==> config.mk <==
export PLATFORM = sky130hd
export DESIGN_NAME = sym_err_counter
export DESIGN_NICKNAME = d
export VERILOG_FILES = /design/src/rtl/sym_err_counter_pkg.sv /design/src/rtl/sym_err_counter_sat_counter.sv /design/src/rtl/sym_err_counter.sv
export SDC_FILE = /design/constraint.sdc
export NUM_CORES = 1
export LEC_CHECK = 0
export BUFFER_PORTS_ARGS = -buffer_cell sky130_fd_sc_hd__buf_4
export CAP_MARGIN = 20
export CORE_AREA = 4 4 174 176
export DETAILED_ROUTE_END_ITERATION = 7
export DIE_AREA = 0 0 178 180
export SLEW_MARGIN = 10
export SYNTH_ARGS = -nofsm -noshare
export SYNTH_HDL_FRONTEND = slang
export SYNTH_SLANG_ARGS = --single-unit
==> constraint.sdc <==
create_clock -name sys_clk -period 5.03 [get_ports sys_clk]
set_input_delay 0.503 -clock sys_clk [delete_from_list [all_inputs] [get_ports sys_clk]]
set_output_delay 0.503 -clock sys_clk [all_outputs]
set_load 0.005 [all_outputs]
==> src/rtl/sym_err_counter_pkg.sv <==
// Shared types and defaults for the symbol-error measurement stage.
package sym_err_counter_pkg;

    localparam int LFSR_LEN    = 22;
    localparam int SYM_WID_DEF = 2;
    localparam int CNT_WID_DEF = LFSR_LEN;
    localparam int DELAY_DEF   = 3;

    typedef enum logic {
        WAIT_SYNC = 1'b0,
        MEASURE   = 1'b1
    } state_t;

endpackage

==> src/rtl/sym_err_counter_sat_counter.sv <==
// Running counter that holds at all-ones instead of wrapping and remembers
// that it did so until cleared.
module sat_counter
    import sym_err_counter_pkg::*;
#(
    parameter int WID = CNT_WID_DEF
) (
    input  logic           i_clk,
    input  logic           i_rst,
    input  logic           i_clear,
    input  logic           i_inc_en,
    input  logic           i_inc,
    output logic [WID-1:0] o_count,
    output logic           o_sat
);

    logic [WID-1:0] r_count;
    logic           r_sat;
    logic           w_full;

    assign w_full = &r_count;

    always_ff @(posedge i_clk or posedge i_rst) begin
        if (i_rst) begin
            r_count <= '0;
            r_sat   <= 1'b0;
        end else if (i_clear) begin
            r_count <= '0;
            r_sat   <= 1'b0;
        end else if (i_inc_en && i_inc) begin
            if (w_full) begin
                r_sat <= 1'b1;
            end else begin
                r_count <= r_count + WID'(1);
            end
        end
    end

    assign o_count = r_count;
    assign o_sat   = r_sat;

endmodule

==> src/rtl/sym_err_counter.sv <==
// Compares delayed LFSR reference symbols with I/Q slicer decisions and
// latches per-LFSR-period error and symbol counts for readout.
module sym_err_counter
    import sym_err_counter_pkg::*;
#(
    parameter int DELAY   = DELAY_DEF,
    parameter int CNT_WID = CNT_WID_DEF,
    parameter int SYM_WID = SYM_WID_DEF
) (
    input  logic               sys_clk,
    input  logic               reset,
    input  logic               sym_clk_en,
    input  logic               clr_acc,
    input  logic [SYM_WID-1:0] ref_sym_i,
    input  logic [SYM_WID-1:0] ref_sym_q,
    input  logic [SYM_WID-1:0] slice_i,
    input  logic [SYM_WID-1:0] slice_q,
    output logic [CNT_WID-1:0] err_cnt_i,
    output logic [CNT_WID-1:0] err_cnt_q,
    output logic [CNT_WID-1:0] sym_cnt,
    output logic               win_done,
    output logic               meas_valid,
    output logic               saturated
);

    logic [SYM_WID-1:0] r_dly_i [DELAY];
    logic [SYM_WID-1:0] r_dly_q [DELAY];

    state_t r_state;
    state_t w_state_next;

    logic w_boundary, w_err_i, w_err_q;
    logic w_clear, w_count_en, w_latch;

    logic [CNT_WID-1:0] w_cnt_i, w_cnt_q, w_cnt_s;
    logic               w_sat_i, w_sat_q, w_sat_s;
    logic [CNT_WID:0]   w_close_i, w_close_q, w_close_s;

    logic [CNT_WID-1:0] r_err_cnt_i, r_err_cnt_q, r_sym_cnt;
    logic               r_win_done, r_meas_valid, r_saturated;

    // Reference delay lines track the mapper-to-slicer latency in every state.
    always_ff @(posedge sys_clk or posedge reset) begin
        if (reset) begin
            for (int k = 0; k < DELAY; k++) begin
                r_dly_i[k] <= '0;
                r_dly_q[k] <= '0;
            end
        end else if (sym_clk_en) begin
            r_dly_i[0] <= ref_sym_i;
            r_dly_q[0] <= ref_sym_q;
            for (int k = 1; k < DELAY; k++) begin
                r_dly_i[k] <= r_dly_i[k-1];
                r_dly_q[k] <= r_dly_q[k-1];
            end
        end
    end

    assign w_boundary = clr_acc && sym_clk_en;
    assign w_err_i    = sym_clk_en && (r_dly_i[DELAY-1] != slice_i);
    assign w_err_q    = sym_clk_en && (r_dly_q[DELAY-1] != slice_q);

    always_ff @(posedge sys_clk or posedge reset) begin
        if (reset) begin
            r_state <= WAIT_SYNC;
        end else begin
            r_state <= w_state_next;
        end
    end

    always_comb begin
        w_state_next = r_state;
        w_clear      = 1'b0;
        w_count_en   = 1'b0;
        w_latch      = 1'b0;
        case (r_state)
            WAIT_SYNC: begin
                if (w_boundary) begin
                    w_state_next = MEASURE;
                    w_clear      = 1'b1;
                end
            end
            MEASURE: begin
                if (w_boundary) begin
                    w_latch = 1'b1;
                    w_clear = 1'b1;
                end else if (sym_clk_en) begin
                    w_count_en = 1'b1;
                end
            end
            default: w_state_next = WAIT_SYNC;
        endcase
    end

    sat_counter #(.WID(CNT_WID)) u_cnt_err_i (
        .i_clk    (sys_clk),
        .i_rst    (reset),
        .i_clear  (w_clear),
        .i_inc_en (w_count_en),
        .i_inc    (w_err_i),
        .o_count  (w_cnt_i),
        .o_sat    (w_sat_i)
    );

    sat_counter #(.WID(CNT_WID)) u_cnt_err_q (
        .i_clk    (sys_clk),
        .i_rst    (reset),
        .i_clear  (w_clear),
        .i_inc_en (w_count_en),
        .i_inc    (w_err_q),
        .o_count  (w_cnt_q),
        .o_sat    (w_sat_q)
    );

    sat_counter #(.WID(CNT_WID)) u_cnt_sym (
        .i_clk    (sys_clk),
        .i_rst    (reset),
        .i_clear  (w_clear),
        .i_inc_en (w_count_en),
        .i_inc    (1'b1),
        .o_count  (w_cnt_s),
        .o_sat    (w_sat_s)
    );

    // The boundary symbol closes the window: add it with the same clamp,
    // returning {overflow, value}.
    function automatic logic [CNT_WID:0] close_val(input logic [CNT_WID-1:0] c,
                                                   input logic inc);
        logic ovf;
        ovf = inc && (&c);
        return {ovf, (ovf ? c : c + CNT_WID'(inc))};
    endfunction

    assign w_close_i = close_val(w_cnt_i, w_err_i);
    assign w_close_q = close_val(w_cnt_q, w_err_q);
    assign w_close_s = close_val(w_cnt_s, 1'b1);

    always_ff @(posedge sys_clk or posedge reset) begin
        if (reset) begin
            r_err_cnt_i  <= '0;
            r_err_cnt_q  <= '0;
            r_sym_cnt    <= '0;
            r_win_done   <= 1'b0;
            r_meas_valid <= 1'b0;
            r_saturated  <= 1'b0;
        end else begin
            r_win_done <= w_latch;
            if (w_latch) begin
                r_err_cnt_i  <= w_close_i[CNT_WID-1:0];
                r_err_cnt_q  <= w_close_q[CNT_WID-1:0];
                r_sym_cnt    <= w_close_s[CNT_WID-1:0];
                r_saturated  <= w_sat_i || w_sat_q || w_sat_s ||
                                w_close_i[CNT_WID] || w_close_q[CNT_WID] ||
                                w_close_s[CNT_WID];
                r_meas_valid <= 1'b1;
            end
        end
    end

    assign err_cnt_i  = r_err_cnt_i;
    assign err_cnt_q  = r_err_cnt_q;
    assign sym_cnt    = r_sym_cnt;
    assign win_done   = r_win_done;
    assign meas_valid = r_meas_valid;
    assign saturated  = r_saturated;

endmodule

==> metrics.txt, run 1 <==
grt ovf 0; PortBufs 80; setup violators final 0; Yosys cell types 61; CP max stage cell and3b_1; TritonCTS buffer count 17; GR Util met3 3.130%; # rows 62; Layout area overhead 18.00%; vias in the first global route 6007; DIE AREA 32040 µm²; arrival time at the worst endpoint 3.12 ns; register area 3779 µm²; Gate Count Post-Synth 854; area of the multi-input gates 3861 µm²; P_leak 0.003817 µW; RSZ-0062 raised after global routing false; Root Driver clkbuf_16; DRT antenna net count 0; ys flop type dfrtp_1; Worst IR Drop VDD 204.8 µV; setup bufs post-CTS 0; max-cap violation count 0; CTS tree done; outcome finished clean; crit path launch type flip-flop; Final Skew 0.006762 ns; Initial Util 27.76%; number of synthesized register bits 151; Die W 178 µm; DR DRC count 0; initial antenna violation count 0; Via Count 6210; Final Max Tran Viols 0; M2 GR Usage 19.21%; GPL Wtd Cong 0.8665; vias per cell 4.803; Final min period 2.834 ns; kind of critical path flip-flop to flip-flop; CP Max Fanout 48; Rel. slew slack 35.14%; asr flop ratio synth 100.0%; sequential-to-total area share from yosys stat 47.56%; largest net degree at the start of global routing 95; initial DRC count 528; critical-path cell list and3b_1 -> nor2_4 -> buf_4 -> nand2_4 -> buf_4 -> o21ai_0; antenna cells 0; crit end category flip-flop; clk slew on worst S/H paths 0.06 ns; global router's overall resource usage 12.68%; Cell Area, Synth 7945 µm²; Post-synth EDFFs 0; Setup WS pre-CTS 1.976 ns; Routed WL per cell 15.39 µm; H-tree levels 4; Top-Level Pins 81; Hold Buf Count CTS 0; number of fill cells in the layout 2948; final worst slack 2.196 ns; worst min path class input pin to asynchronous set/reset pin; worst-skew pair later-pin latency 0.42 ns; Net Count, Synth 873; upper clock frequency limit 0.3528 GHz; Pwr Density 301.8 nW/µm²; most frequent CP cell buf_4; CTS max path bufs 2; share of cells above drive strength 1 17.27%; max incr delay on CP 0.69 ns; 1st-pass router iterations 5; post_cts resized 0; met1 Use GR 17.82%; Num Clock Sinks 151; first-pass GRT wire length 32910 µm; worst-margin pin slew 0.9700 ns; YS warnings 0; Setup TNS Final 0 ns; Hold Vio Cnt, Final 0; Final nets 915; total core area 28630 µm²; Die Span Y 180 µm; DP HPWL 13970 µm; Final period util 56.35%; WL final 19910 µm; Synth Area per Inst 9.303 µm²; busiest layer in global routing met2; Critical Path RT 5.31 ns
layout make-up:
cell class                 count  area share [%]
multi-input combinational    632           41.19
sequential                   151           40.30
timing repair buffer          85           6.806
clock buffer                  21           5.125
inverter                       9          0.4137
clock inverter                11           1.041
tap                          384           5.125
cells in the mapped netlist (all sizes together) (2+ instances only):
master | count | area, µm²
nand2 | 109 | 411.7
o311ai | 2 | 17.52
o2bb2ai | 2 | 17.52
or4 | 3 | 22.52
a31o | 2 | 17.52
mux2i | 8 | 80.08
dfrtp | 151 | 3779
ha | 7 | 87.58
buf | 27 | 155.2
o31ai | 6 | 45.04
nor3 | 41 | 236.5
a21o | 6 | 45.04
nor4b | 2 | 32.53
or3 | 16 | 100.1
nor2 | 70 | 262.8
a211oi | 2 | 15.01
nand3b | 3 | 22.52
mux2 | 13 | 146.4
a21oi | 24 | 120.1
clkbuf | 35 | 131.4
a31oi | 5 | 31.28
nor4 | 10 | 90.08
o21ai | 93 | 469.2
nand4 | 31 | 206.4
a2111oi | 2 | 23.77
xor2 | 39 | 341.6
nand3 | 42 | 215.2
nor3b | 4 | 30.03
and4 | 7 | 61.31
inv | 9 | 33.78
and2 | 4 | 25.02
nand2b | 6 | 40.04
or2 | 3 | 18.77
and3 | 4 | 25.02
xnor2 | 56 | 498.0
layer usage:
metal  part of all wire [%]  vias to the layer above
li1                       -                     3066
met1                     48                     2964
met2                     45                      155
met3                    5.3                       25
met4                    1.8                        0
met5                      0                        -
per-stage QoR:
step	total power (µW)	cell area, µm²	utilization (%)	std cells	hold WS (ns)
2_1_floorplan	1498	7945	-	854	0.4547
3_3_place_gp	1601	8797	30.73	1261	0.4543
3_5_place_dp	1607	8797	30.73	1261	0.4619
4_1_cts	2872	9375	32.75	1293	0.2910
5_1_grt	2970	9375	32.75	1293	0.2837
6_report	2830	9375	32.75	1293	0.2314
worst paths after layout:
check                                 to         start  depth (start not counted)  slack (ns)
min in group sys_clk          r_dly_q[5]  ref_sym_q[1]                          2        0.31
hold / removal              err_cnt_q[2]         reset                          2        0.23
setup / recovery             sym_cnt[18]       r_state                          6        2.20
max in group asynchronous  err_cnt_i[21]         reset                          3        3.78
setup reg to reg             sym_cnt[18]       r_state                          6        2.20
hold reg to reg               sym_cnt[5]    sym_cnt[5]                          2        0.48
kinds of logic after synthesis:
kind of cell / share of synthesized area [%]
AOI/OAI and AO/OA: 10.79
xor gates and xnor gates: 10.57
adders and majority gates: 1.102
buffers and inverters: 4.032
DFF: 47.56
muxes: 2.850
and+or+nand+nor: 23.10
where the power goes:
part           switching, µW  total, µW  internal, µW
Combinational            149        249           101
Clock                    518       1250           732
Sequential              64.3       1330          1270
registers in the layout, indices dropped and copies added, names as in the netlist, 6 cells and up:
name / cells
err_cnt_i: 22
err_cnt_q: 22
sym_cnt: 22
u_cnt_err_i.o_count: 22
u_cnt_err_q.o_count: 22
u_cnt_sym.o_count: 22
r_dly_i: 6
r_dly_q: 6
layout by cell type, fill, tap and decap left out, types with 8 or more instances in the layout:
cell type / Yosys / layout
dfrtp_1: 151 / 151
o21ai_0: 65 / 65
nand3_1: 41 / 41
o21ai_1: 27 / 27
clkbuf_16: 0 / 17
inv_1: 9 / 8
nor3_1: 36 / 36
buf_4: 4 / 85
xor2_1: 39 / 39
xnor2_1: 55 / 55
a21oi_1: 24 / 24
mux2i_1: 8 / 8
nand4_1: 29 / 29
nor2_1: 70 / 69
mux2_2: 13 / 13
or3_1: 16 / 16
nand2_1: 108 / 107
worst max-delay path: cells and delay by family, from the launching register on:
family	cells	cell delay (ns)
and+or+nand+nor	3	1.17
buffers and inverters	2	0.78
DFF	1	0.57
AOI/OAI and AO/OA	1	0.17
Power figures use the tool's default switching activity.
==> run 2: changes to the inputs <==
- clock period: 5.03 -> 2.6 ns (I/O delays scaled with it)
==> run 2 against run 1 <==
- routed wire length increased by 4.3%
- count of clock-buffer cells in the layout down 1
- clock skew grew 0.0032 ns
- fmax grew 20%
- sequential share of layout area shrank 1.6 points
- critical path type unchanged
- via count increased by 3.2%
- core utilization up 1.4 points
- combinational power grew 140%
- sequential cell count unchanged
- design area up 4.3%
- cell count grew 2.9%
==> metrics.txt, run 2 (synthesis results as in run 1) <==
antenna cells 0 (unchanged); Critical path origin u_cnt_sym.o_count[0]; share of cells above drive strength 1 20.30% (+3.0 points); setup violators final 0 (unchanged); Critical Path RT 2.96 ns (-2.35 ns); post-layout total power 5914 µW (+110%); number of fill cells in the layout 2934 (-0.47%); TritonCTS buffer count 17 (unchanged); WL final 20770 µm (+4.3%); Worst R2R Start u_cnt_sym.o_count[0]; Setup TNS Final 0 ns (unchanged); Logic pwr share 10.2% (+1.4 points); WHS Path Cells 2; max incr delay on CP 0.46 ns (-0.23 ns); Final nets 953 (+4.2%); setup bufs post-CTS 0 (unchanged); Pwr Density 605.0 nW/µm² (+100%); Root Driver clkbuf_16; clk slew on worst S/H paths 0.07 ns (about the same); Final Max Tran Viols 0 (unchanged); critical-path cell list ha_1 -> nand3_1 -> nor3_4 -> nand2b_2 -> or3_1 -> or3_1 -> nand3_1; global router's overall resource usage 13.22% (+0.54 points); total core area 28630 µm² (unchanged); final core utilization 34.15% (+1.4 points); kind of critical path flip-flop to flip-flop; Die W 178 µm (unchanged); arrival time at the worst endpoint 2.72 ns (-0.40 ns); GPL Wtd Cong 0.8646 (-0.22%); initial antenna violation count 2 (+2); worst-margin pin slew 0.8650 ns (-0.1050 ns); hold path start ref_sym_q[1]; H-tree levels 4 (unchanged); # rows 62 (unchanged); Worst Path Buf+Inv 0 (-2); DR DRC count 0 (unchanged); Top-Level Pins 81 (unchanged); crit path launch type flip-flop; P_int 4448 µW (+110%); CP Max Fanout 7 (-85%); Psw 1466 µW (+100%); initial DRC count 420 (-20%); most frequent cells in the layout dfrtp_1 (151), buf_4 (119), nand2_1 (107); outcome finished clean; vias in the first global route 6358 (+5.8%); max-cap violation count 0 (unchanged); grt ovf 0 (unchanged); Hold Vio Cnt, Final 0 (unchanged); RSZ-0062 raised after global routing false; DIE AREA 32040 µm² (unchanged); clock share of power 47.1% (+2.9 points); Seq pwr share 42.7% (-4.3 points); Worst IR Drop VDD 270.0 µV (+32%); DRT antenna net count 0 (unchanged); Layout area overhead 23.02%; Routed WL per cell 15.61 µm (+1.4%); Top delay family on crit path simple AND/OR/NAND/NOR gates; commonest non-fill, non-tap cell in the layout dfrtp_1; final worst slack 0.2382 ns (-1.958 ns); vias per cell 4.818 (+0.32%); Setup WS pre-CTS 0.2818 ns (-1.694 ns); sw frac 24.79% (-1.1 points); worst r2r dst u_cnt_sym.o_count[18]; Rel. slew slack 41.94% (+6.8 points); CTS max path bufs 2 (unchanged); Endpoint, Worst Hold r_dly_q[5]; post-route cell area 9774 µm² (+4.3%); 1st-pass router iterations 7 (+2); Hold Buf Count CTS 1 (+1); Post-Place Cell Area 9111 µm² (+3.6%); Initial Util 27.76% (unchanged); DP HPWL 14980 µm (+7.2%); Die Span Y 180 µm (unchanged); FF-to-FF setup slack 0.24 ns (-1.96 ns); cells on worst reg2reg path 7 (+1); largest net degree at the start of global routing 54 (-43%); first-pass GRT wire length 34270 µm (+4.2%); crit end category flip-flop; PortBufs 80 (unchanged); post_cts resized 0 (unchanged); Via Count 6408 (+3.2%); CTS tree done; Final Skew 0.009920 ns (+0.003158 ns); Num Clock Sinks 151 (unchanged); worst-skew pair later-pin latency 0.43 ns (about the same); worst min path class input pin to flip-flop; CP max stage cell or3_1; Final min period 2.362 ns (-0.4725 ns); upper clock frequency limit 0.4234 GHz (+20%); P_leak 0.004051 µW (+6.1%); Final period util 90.84% (+34 points)
==> run 2: routing by layer <==
metal | global-route usage [%] | part of all wire [%] | vias up
li1 | - | - | 3135
met1 | 17.91 | 46 | 3091
met2 | 20.28 | 46 | 152
met3 | 3.908 | 5.9 | 26
met4 | 4.239 | 2.0 | 4
met5 | 0 | 0.13 | -
==> run 2: stage by stage <==
step           instances  hold slack, ns
2_1_floorplan        854          0.4116
5_1_grt             1330         0.04721
4_1_cts             1330         0.04266
3_5_place_dp        1298          0.3376
3_3_place_gp        1298          0.3446
6_report            1330         0.05550
==> run 2: final cells by class <==
| class | count | area (µm²) | area share (%) |
|---|---|---|---|
| clock buffer | 20 | 456.7 | 4.672 |
| timing repair buffer | 123 | 963.4 | 9.857 |
| clock inverter | 11 | 196.4 | 2.010 |
| multi-input combinational | 632 | 3861 | 39.50 |
| sequential | 151 | 3779 | 38.66 |
| inverter | 9 | 37.54 | 0.3840 |
| tap | 384 | 480.5 | 4.916 |
==> run 2: power by group through the flow <==
stage                     Sequential (µW)  Clock (µW)  Combinational, µW
after floorplan                      2560           0                339
after global placement               2560           0                605
after detailed placement             2570           0                613
after CTS                            2520        2840                615
after global routing                 2540        2950                679
final                                2520        2780                606
==> run 2: how the worst max path moves through the flow <==
stage                            end  cells past startpoint
2_1_floorplan           err_cnt_i[0]                      1
3_3_place_gp   u_cnt_sym.o_count[18]                      7
3_5_place_dp   u_cnt_sym.o_count[18]                      7
4_1_cts        u_cnt_sym.o_count[18]                      7
5_1_grt        u_cnt_sym.o_count[18]                      7
6_report       u_cnt_sym.o_count[18]                      7
==> run 2: worst register-to-register path, delay by kind of cell, from the launching register on <==
family	cells	cell delay (ns)
fa+ha+maj	1	0.34
flops	1	0.44
simple gates	6	1.51
